[config.mk]
export PLATFORM = sky130hd
export DESIGN_NAME = tug_referee_flat
export DESIGN_NICKNAME = d
export VERILOG_FILES = /design/src/rtl/tug_referee_if.sv /design/src/rtl/tug_referee.sv /design/src/flat_wrapper.sv
export SDC_FILE = /design/constraint.sdc
export NUM_CORES = 1
export LEC_CHECK = 0
export ABC_AREA = 1
export BUFFER_PORTS_ARGS = -buffer_cell sky130_fd_sc_hd__buf_2
export CAP_MARGIN = 20
export CORE_MARGIN = 5
export CORE_UTILIZATION = 45
export CTS_CLUSTER_DIAMETER = 120
export CTS_CLUSTER_SIZE = 8
export DETAILED_ROUTE_END_ITERATION = 16
export PLACE_DENSITY = 0.68
export SKIP_CTS_REPAIR_TIMING = 1
export SLEW_MARGIN = 20
export SYNTH_ARGS = -nofsm -noshare
export SYNTH_HDL_FRONTEND = slang
export SYNTH_SLANG_ARGS = --single-unit
[constraint.sdc]
create_clock -name clk -period 1.5 [get_ports clk]
set_clock_uncertainty 0.2 [all_clocks]
set_input_delay 0.075 -clock clk [delete_from_list [all_inputs] [get_ports clk]]
set_output_delay 0.075 -clock clk [all_outputs]
set_load 0.01 [all_outputs]
[src/rtl/tug_referee_if.sv]
// Round-result inputs and referee outputs for the tug-of-war referee.
interface tug_referee_if;
   logic       winrnd;
   logic       right;
   logic       tie;
   logic       clr;
   logic [8:0] leds;
   logic       win_l;
   logic       win_r;
   logic [7:0] rounds;

   modport master (
      output winrnd, right, tie,
      input  clr, leds, win_l, win_r, rounds
   );

   modport slave (
      input  winrnd, right, tie,
      output clr, leds, win_l, win_r, rounds
   );
endinterface

[src/rtl/tug_referee.sv]
// Tug-of-war referee: moves the rope on scored rounds, re-arms the button
// latch through a timed clear phase and latches the game winner.
module tug_referee #(
   parameter int unsigned CLR_CYCLES = 4
) (
   input  logic          clk,
   input  logic          rst,
   tug_referee_if.slave  bus
);

   localparam int unsigned POS_W = 4;
   localparam int unsigned CNT_W = 4;
   localparam int unsigned LED_W = 9;
   localparam int unsigned RND_W = 8;

   localparam logic [POS_W-1:0] POS_LEFT  = POS_W'(0);
   localparam logic [POS_W-1:0] POS_MID   = POS_W'(4);
   localparam logic [POS_W-1:0] POS_RIGHT = POS_W'(8);
   localparam logic [CNT_W-1:0] CNT_LOAD  = CNT_W'(CLR_CYCLES);
   localparam logic [RND_W-1:0] RND_MAX   = {RND_W{1'b1}};

   typedef enum logic [1:0] {
      ARMED  = 2'd0,
      CLEAR  = 2'd1,
      OVER_L = 2'd2,
      OVER_R = 2'd3
   } state_e;

   state_e             state_q, state_d;
   logic [POS_W-1:0]   pos_q, pos_d;
   logic [CNT_W-1:0]   cnt_q, cnt_d;
   logic [RND_W-1:0]   rounds_q, rounds_d;
   logic [LED_W-1:0]   leds_q, leds_d;
   logic               clr_q, clr_d;
   logic               win_l_q, win_l_d;
   logic               win_r_q, win_r_d;

   // Next-state, rope position, clear counter and registered output values
   always_comb begin
      state_d  = state_q;
      pos_d    = pos_q;
      cnt_d    = cnt_q;
      rounds_d = rounds_q;

      unique case (state_q)
         ARMED: begin
            if (bus.winrnd) begin
               rounds_d = (rounds_q == RND_MAX) ? rounds_q : rounds_q + RND_W'(1);
               if (bus.tie) begin
                  state_d = CLEAR;
                  cnt_d   = CNT_LOAD;
               end else if (bus.right) begin
                  pos_d = pos_q + POS_W'(1);
                  if (pos_d == POS_RIGHT) begin
                     state_d = OVER_R;
                     cnt_d   = '0;
                  end else begin
                     state_d = CLEAR;
                     cnt_d   = CNT_LOAD;
                  end
               end else begin
                  pos_d = pos_q - POS_W'(1);
                  if (pos_d == POS_LEFT) begin
                     state_d = OVER_L;
                     cnt_d   = '0;
                  end else begin
                     state_d = CLEAR;
                     cnt_d   = CNT_LOAD;
                  end
               end
            end
         end
         CLEAR: begin
            // Leaving on count 1 keeps clr high for exactly CLR_CYCLES cycles
            if (cnt_q <= CNT_W'(1)) begin
               state_d = ARMED;
               cnt_d   = '0;
            end else begin
               cnt_d = cnt_q - CNT_W'(1);
            end
         end
         OVER_L: pos_d = POS_LEFT;
         OVER_R: pos_d = POS_RIGHT;
         default: state_d = ARMED;
      endcase

      clr_d   = (state_d != ARMED);
      win_l_d = (state_d == OVER_L);
      win_r_d = (state_d == OVER_R);
      leds_d  = LED_W'(1) << pos_d;
   end

   always_ff @(posedge clk or posedge rst) begin
      if (rst) begin
         state_q  <= ARMED;
         pos_q    <= POS_MID;
         cnt_q    <= '0;
         rounds_q <= '0;
         leds_q   <= LED_W'(1) << POS_MID;
         clr_q    <= 1'b0;
         win_l_q  <= 1'b0;
         win_r_q  <= 1'b0;
      end else begin
         state_q  <= state_d;
         pos_q    <= pos_d;
         cnt_q    <= cnt_d;
         rounds_q <= rounds_d;
         leds_q   <= leds_d;
         clr_q    <= clr_d;
         win_l_q  <= win_l_d;
         win_r_q  <= win_r_d;
      end
   end

   assign bus.clr    = clr_q;
   assign bus.leds   = leds_q;
   assign bus.win_l  = win_l_q;
   assign bus.win_r  = win_r_q;
   assign bus.rounds = rounds_q;

endmodule

[src/flat_wrapper.sv]
// flat-port wrapper written by rule: the top's interface ports become plain ports
module tug_referee_flat 
#(
   parameter int unsigned CLR_CYCLES = 4
)
  (clk, rst, bus_winrnd, bus_right, bus_tie, bus_clr, bus_leds, bus_win_l, bus_win_r, bus_rounds);
  tug_referee_if bus_i ();
  input  logic clk;
  input  logic rst;
  input wire logic [$bits(bus_i.winrnd)-1:0] bus_winrnd;
  input wire logic [$bits(bus_i.right)-1:0] bus_right;
  input wire logic [$bits(bus_i.tie)-1:0] bus_tie;
  output wire logic [$bits(bus_i.clr)-1:0] bus_clr;
  output wire logic [$bits(bus_i.leds)-1:0] bus_leds;
  output wire logic [$bits(bus_i.win_l)-1:0] bus_win_l;
  output wire logic [$bits(bus_i.win_r)-1:0] bus_win_r;
  output wire logic [$bits(bus_i.rounds)-1:0] bus_rounds;
  assign bus_i.winrnd = bus_winrnd;
  assign bus_i.right = bus_right;
  assign bus_i.tie = bus_tie;
  assign bus_clr = bus_i.clr;
  assign bus_leds = bus_i.leds;
  assign bus_win_l = bus_i.win_l;
  assign bus_win_r = bus_i.win_r;
  assign bus_rounds = bus_i.rounds;
  tug_referee #(.CLR_CYCLES(CLR_CYCLES)) u_core (.clk(clk), .rst(rst), .bus(bus_i));
endmodule
-- Yosys cells after proc, flatten, opt, wreduce, memory -nomap -nowiden
Index checks and enable logic that the tools add are counted.
- register bits after elaboration: 30
- output and inout port bits: 20
- eq/ne operators: 8
- mux-type cells: 18
- reductions and logical operators: 6
- shifts and indexed selects: 1
- $lt $le $gt $ge: 1
- add/sub/neg operators: 4
- bitwise operators: 1
- operators by type and width (kind ; count):
    4-bit two-way mux ; 7
    2-bit two-way mux ; 6
    4-bit one-hot mux with 3 select lines ; 1
    1-bit by 4-bit << shifter with 9-bit output, first input constant ; 1
    8-bit by 1-bit adder with 8-bit output, second input constant ; 1
    2-bit == test, second input constant ; 4
    8-bit == test, second input constant ; 1
    4-bit one-hot mux with 2 select lines ; 1
    4-bit by 1-bit subtractor with 4-bit output, second input constant ; 2
    3-bit two-way mux ; 2
    4-bit by 1-bit adder with 4-bit output, second input constant ; 1
    4-bit == test, second input constant ; 1
    4-bit by 1-bit less-or-equal comparator with 1-bit output, second input constant ; 1
    4-bit zero test ; 1
    2-bit one-hot mux with 2 select lines ; 1
    2-bit nonzero test ; 2
    3-bit AND reduction ; 1
    2-bit by 1-bit == test with 1-bit output, second input constant ; 1
    2-bit zero test ; 1
    2-bit != test, second input constant ; 1
    2-bit AND reduction ; 1
    1-bit inverter ; 1

-- Logic depth before layout (Yosys ltp)
- word-level depth: 8
- gate-level depth with buffers: 12
- gate-level depth less buffers: 12

-- Worst setup path after synthesis
No wires, ideal clock.
- kind: reg-to-reg
- from: reg u_core.pos_q[0]
- to: reg u_core.leds_q[8] (netlist: u_core.bus.leds[8])
- library setup time: 78 ps
- path slack: -188 ps
- path buffers: 0
- period minus slack after synthesis: 1688 ps
- arrival: 1409 ps
- cell stages (with the launch flop): 12
- cells stage by stage: dfrtp_1 > inv_1 > ha_1 > inv_1 > nand2_1 > nand2_1 > nand2_1 > nand2_2 > nand2_2 > nor2_2 > nand3_1 > a21oi_1
- longest elaborated chain between the ends: 6
- RTL lines (element ; RTL line ; text):
    from (decl) ; tug_referee.sv:30 ; logic [POS_W-1:0] pos_q, pos_d;
    from (signal assigned) ; tug_referee.sv:105 ; pos_q <= pos_d;
    4-bit by 1-bit subtractor with 4-bit output / 4-bit by 1-bit adder with 4-bit output (equally long branches) ; tug_referee.sv:62, tug_referee.sv:53 ;
    4-bit two-way mux * ; tug_referee.sv:52 ; end else if (bus.right) begin
    4-bit two-way mux * ; tug_referee.sv:49 ; if (bus.tie) begin
    4-bit two-way mux * ; tug_referee.sv:47 ; if (bus.winrnd) begin
    4-bit one-hot mux with 3 select lines * ; tug_referee.sv:45 ; unique case (state_q)
    net u_core.pos_d[1] ; tug_referee.sv:30 ;
    1-bit by 4-bit << shifter with 9-bit output * ; tug_referee.sv:90 ; leds_d = LED_W'(1) << pos_d;
    net u_core.leds_d[8] ; tug_referee.sv:33 ; logic [LED_W-1:0] leds_q, leds_d;
    to (signal assigned) ; tug_referee.sv:99 ; leds_q <= LED_W'(1) << POS_MID;
    to (signal assigned) ; tug_referee.sv:108 ; leds_q <= leds_d;
    to (decl) ; tug_referee.sv:33 ;
Mark *: on every way through the listed nets, which the timed path passes. The rest lies on a longest branch.
A chain may end at the register's enable or synchronous reset.

-- Final worst setup path
- from: reg u_core.pos_q[2]
- to: reg u_core.clr_q (netlist: u_core.bus.clr)
- longest elaborated chain between the ends: 8
- RTL lines (element ; RTL line ; text):
    4-bit by 1-bit subtractor with 4-bit output ; tug_referee.sv:62 ; pos_d = pos_q - POS_W'(1);
    4-bit zero test ; tug_referee.sv:63 ; if (pos_d == POS_LEFT) begin
    2-bit two-way mux ; tug_referee.sv:63 ;
    2-bit two-way mux ; tug_referee.sv:52 ;
    2-bit two-way mux ; tug_referee.sv:49 ;
    2-bit two-way mux ; tug_referee.sv:47 ;
    2-bit one-hot mux with 2 select lines ; tug_referee.sv:45 ;
    net u_core.state_d[0] ; tug_referee.sv:29 ; state_e state_q, state_d;
    2-bit nonzero test ; tug_referee.sv:87 ; clr_d = (state_d != ARMED);
    net u_core.clr_d ; tug_referee.sv:34 ; logic clr_q, clr_d;
    to (signal assigned) ; tug_referee.sv:109 ; clr_q <= clr_d;
    to (decl) ; tug_referee.sv:34 ;
The timed path passes the listed nets, and every way through them passes these cells.

==> flow_summary.json <==
{
  "achievable-frequency_ghz": 0.599,
  "ys_seq_area_frac": 0.470,
  "wl_per_cell_um": 12.2,
  "drive_above_1_share": 0.494,
  "ant_nets": 0,
  "min_path_type": "in2reg",
  "grt_antenna_before_repair": 0,
  "clockBufferDepth": 2,
  "status": "complete, but fails checks",
  "cp_max_fo": 7,
  "yosys_warnings": 0,
  "post-route-period-util": 1.11,
  "wirelength_mm": 3.73,
  "first_iter_violations": 38,
  "hold_ws_ns": -0.00140,
  "min_path_cells": 6,
  "setup_viol": 18,
  "io_buffer_count": 24,
  "dr.pass1.iters": 4,
  "drc": 0,
  "cts_tree": "built",
  "violations": "hold timing, setup timing",
  "crit_arrival_ns": 1.68,
  "die-width_um": 69.7,
  "routed_via_density": 4.67,
  "critPathLaunch": "u_core.pos_q[2]",
  "row_count": 21,
  "ir_drop_mv": 0.602,
  "start_kind": "flop",
  "numCtsBuffers": 5,
  "worstReg2RegEnd": "u_core.bus.clr",
  "preCtsSetupSlack_ns": -0.155,
  "insertion_delay_ns": 0.33,
  "syn_area_mm2": 0.00160,
  "syn_nets": 208,
  "avgSynthCellArea_um2": 8.17,
  "final_common_cell": "nand2_1",
  "finalMaxSlewViolations": 0,
  "r2r_cells": 9,
  "initial_utilization": 0.472,
  "core_area_mm2": 0.00339,
  "placed_cell_area_mm2": 0.00198,
  "fin_area_mm2": 0.00231,
  "dp.cells": 291,
  "syn_inst": 196,
  "die_area_mm2": 0.00485,
  "min_to": "u_core.bus.win_r",
  "path_class": "reg2reg",
  "root_buffer": "clkbuf_4",
  "grt_pass1_wl_mm": 5.86,
  "ios": 25,
  "post-route-util": 0.681,
  "cts.sinks": 30,
  "diodes": 0,
  "r2r_setup_slack_ns": -0.17,
  "synth-seq-cells": 30,
  "rsz0062_at_grt": "yes",
  "hold_start": "bus_tie",
  "fin_ws_ns": -0.169,
  "die_h_um": 69.7,
  "gp_congestion": 0.802,
  "fillers": 280,
  "reg2reg_from": "u_core.pos_q[2]",
  "crit_path_end_kind": "flop",
  "fin_setup_tns_ns": -1.98,
  "cts.clk_slew.worst_paths_ns": 0.10,
  "power_leakage_nw": 1.19,
  "synth_cell_type_count": 24,
  "area.growth.synth_to_final_pct": 44.1,
  "grtUsageTotal": 0.148,
  "stdcell_count": 307,
  "total_power_mw": 1.69,
  "grt_max_degree": 31,
  "route.vias.total": 1435,
  "grt.overflow.total": 0,
  "tightest_slew_ns": 0.366,
  "min_period_ns": 1.67,
  "worstPathRequired_ns": 1.51,
  "most-common-layout-cells": "nand2_1, buf_4, dfrtp_1",
  "hold_viol_final": 1,
  "maxSlewHeadroom": 0.756,
  "fin_nets": 272,
  "powerDensity_mw_per_mm2": 732,
  "dpl.hpwl_mm": 2.55,
  "htree_levels": 2,
  "maxCapViolations": 0,
  "grt_pass1_vias": 1348
}
==> area by class of cell <==
| class | count | area, um^2 | share of cell area |
|---|---|---|---|
| Timing Repair Buffer | 57 | 374 | 0.162 |
| Clock buffer | 6 | 51.3 | 0.0222 |
| Tap cell | 46 | 57.6 | 0.0249 |
| Clock inverter | 2 | 60.1 | 0.0260 |
| Inverter | 27 | 106 | 0.0461 |
| Sequential cell | 30 | 756 | 0.328 |
| Multi-Input combinational cell | 139 | 902 | 0.391 |
==> registers in the layout, summed over array words and instances, names as in the netlist <==
signal and count:
u_core.bus.win_l 1, u_core.bus.clr 1, u_core.bus.win_r 1, u_core.pos_q 4
u_core.state_q 2, u_core.cnt_q 4, u_core.bus.leds 9, u_core.bus.rounds 8
==> synth_stat cells (all sizes together) <==
library cell / n / area share
nand2: 62 / 0.16
dfrtp: 28 / 0.44
inv: 26 / 0.061
nor2: 21 / 0.059
nand3: 18 / 0.056
a21oi: 9 / 0.030
ha: 7 / 0.055
o21ai: 5 / 0.023
xnor2: 5 / 0.027
nand4: 3 / 0.012
xor2: 3 / 0.016
dfstp: 2 / 0.033
nor3: 2 / 0.0063
o22ai: 2 / 0.0078
buf: 1 / 0.0070
clkinv: 1 / 0.0023
nand3b: 1 / 0.0047
==> layer usage <==
metal	part of all wire	vias to the layer above	global-route usage
met3	0.036	6	0.0449
met2	0.51	20	0.235
met1	0.44	661	0.197
met5	0	-	0
met4	0.011	0	0.0383
li1	-	748	-
==> worst max path at each step <==
| stage | depth (start not counted) | slack, ns | end |
|---|---|---|---|
| after CTS | 11 | -0.18 | u_core.bus.leds[8] |
| after global placement | 11 | -0.13 | u_core.bus.leds[8] |
| after floorplan | 11 | -0.10 | u_core.bus.leds[8] |
| after detailed placement | 11 | -0.16 | u_core.bus.leds[8] |
| final | 9 | -0.17 | u_core.bus.clr |
| after global routing | 9 | -0.30 | u_core.bus.clr |
==> report_power, final <==
group	switching (mW)	total [mW]	internal, mW
combinational	0.0310	0.0432	0.0122
sequential	0	0.808	0.808
clock	0.273	0.838	0.565
total	0.304	1.69	1.39
==> worst max-delay path, cell delays in order (launching register included) <==
cell	delay (ns)
dfstp_2	0.62
inv_2	0.05
nand2_1	0.06
nand3_1	0.10
nor2_1	0.10
nand3_1	0.11
nand2_1	0.10
nand2_2	0.07
inv_2	0.08
nand3_1	0.06
==> kinds of logic after synthesis <==
group / Yosys count / share of synthesized area
compound gates: 16 / 0.0609
xor+xnor: 8 / 0.0438
flops: 30 / 0.470
buf+inv: 28 / 0.0703
fa+ha+maj: 7 / 0.0547
simple gates: 107 / 0.300
Power figures use the tool's default switching activity.
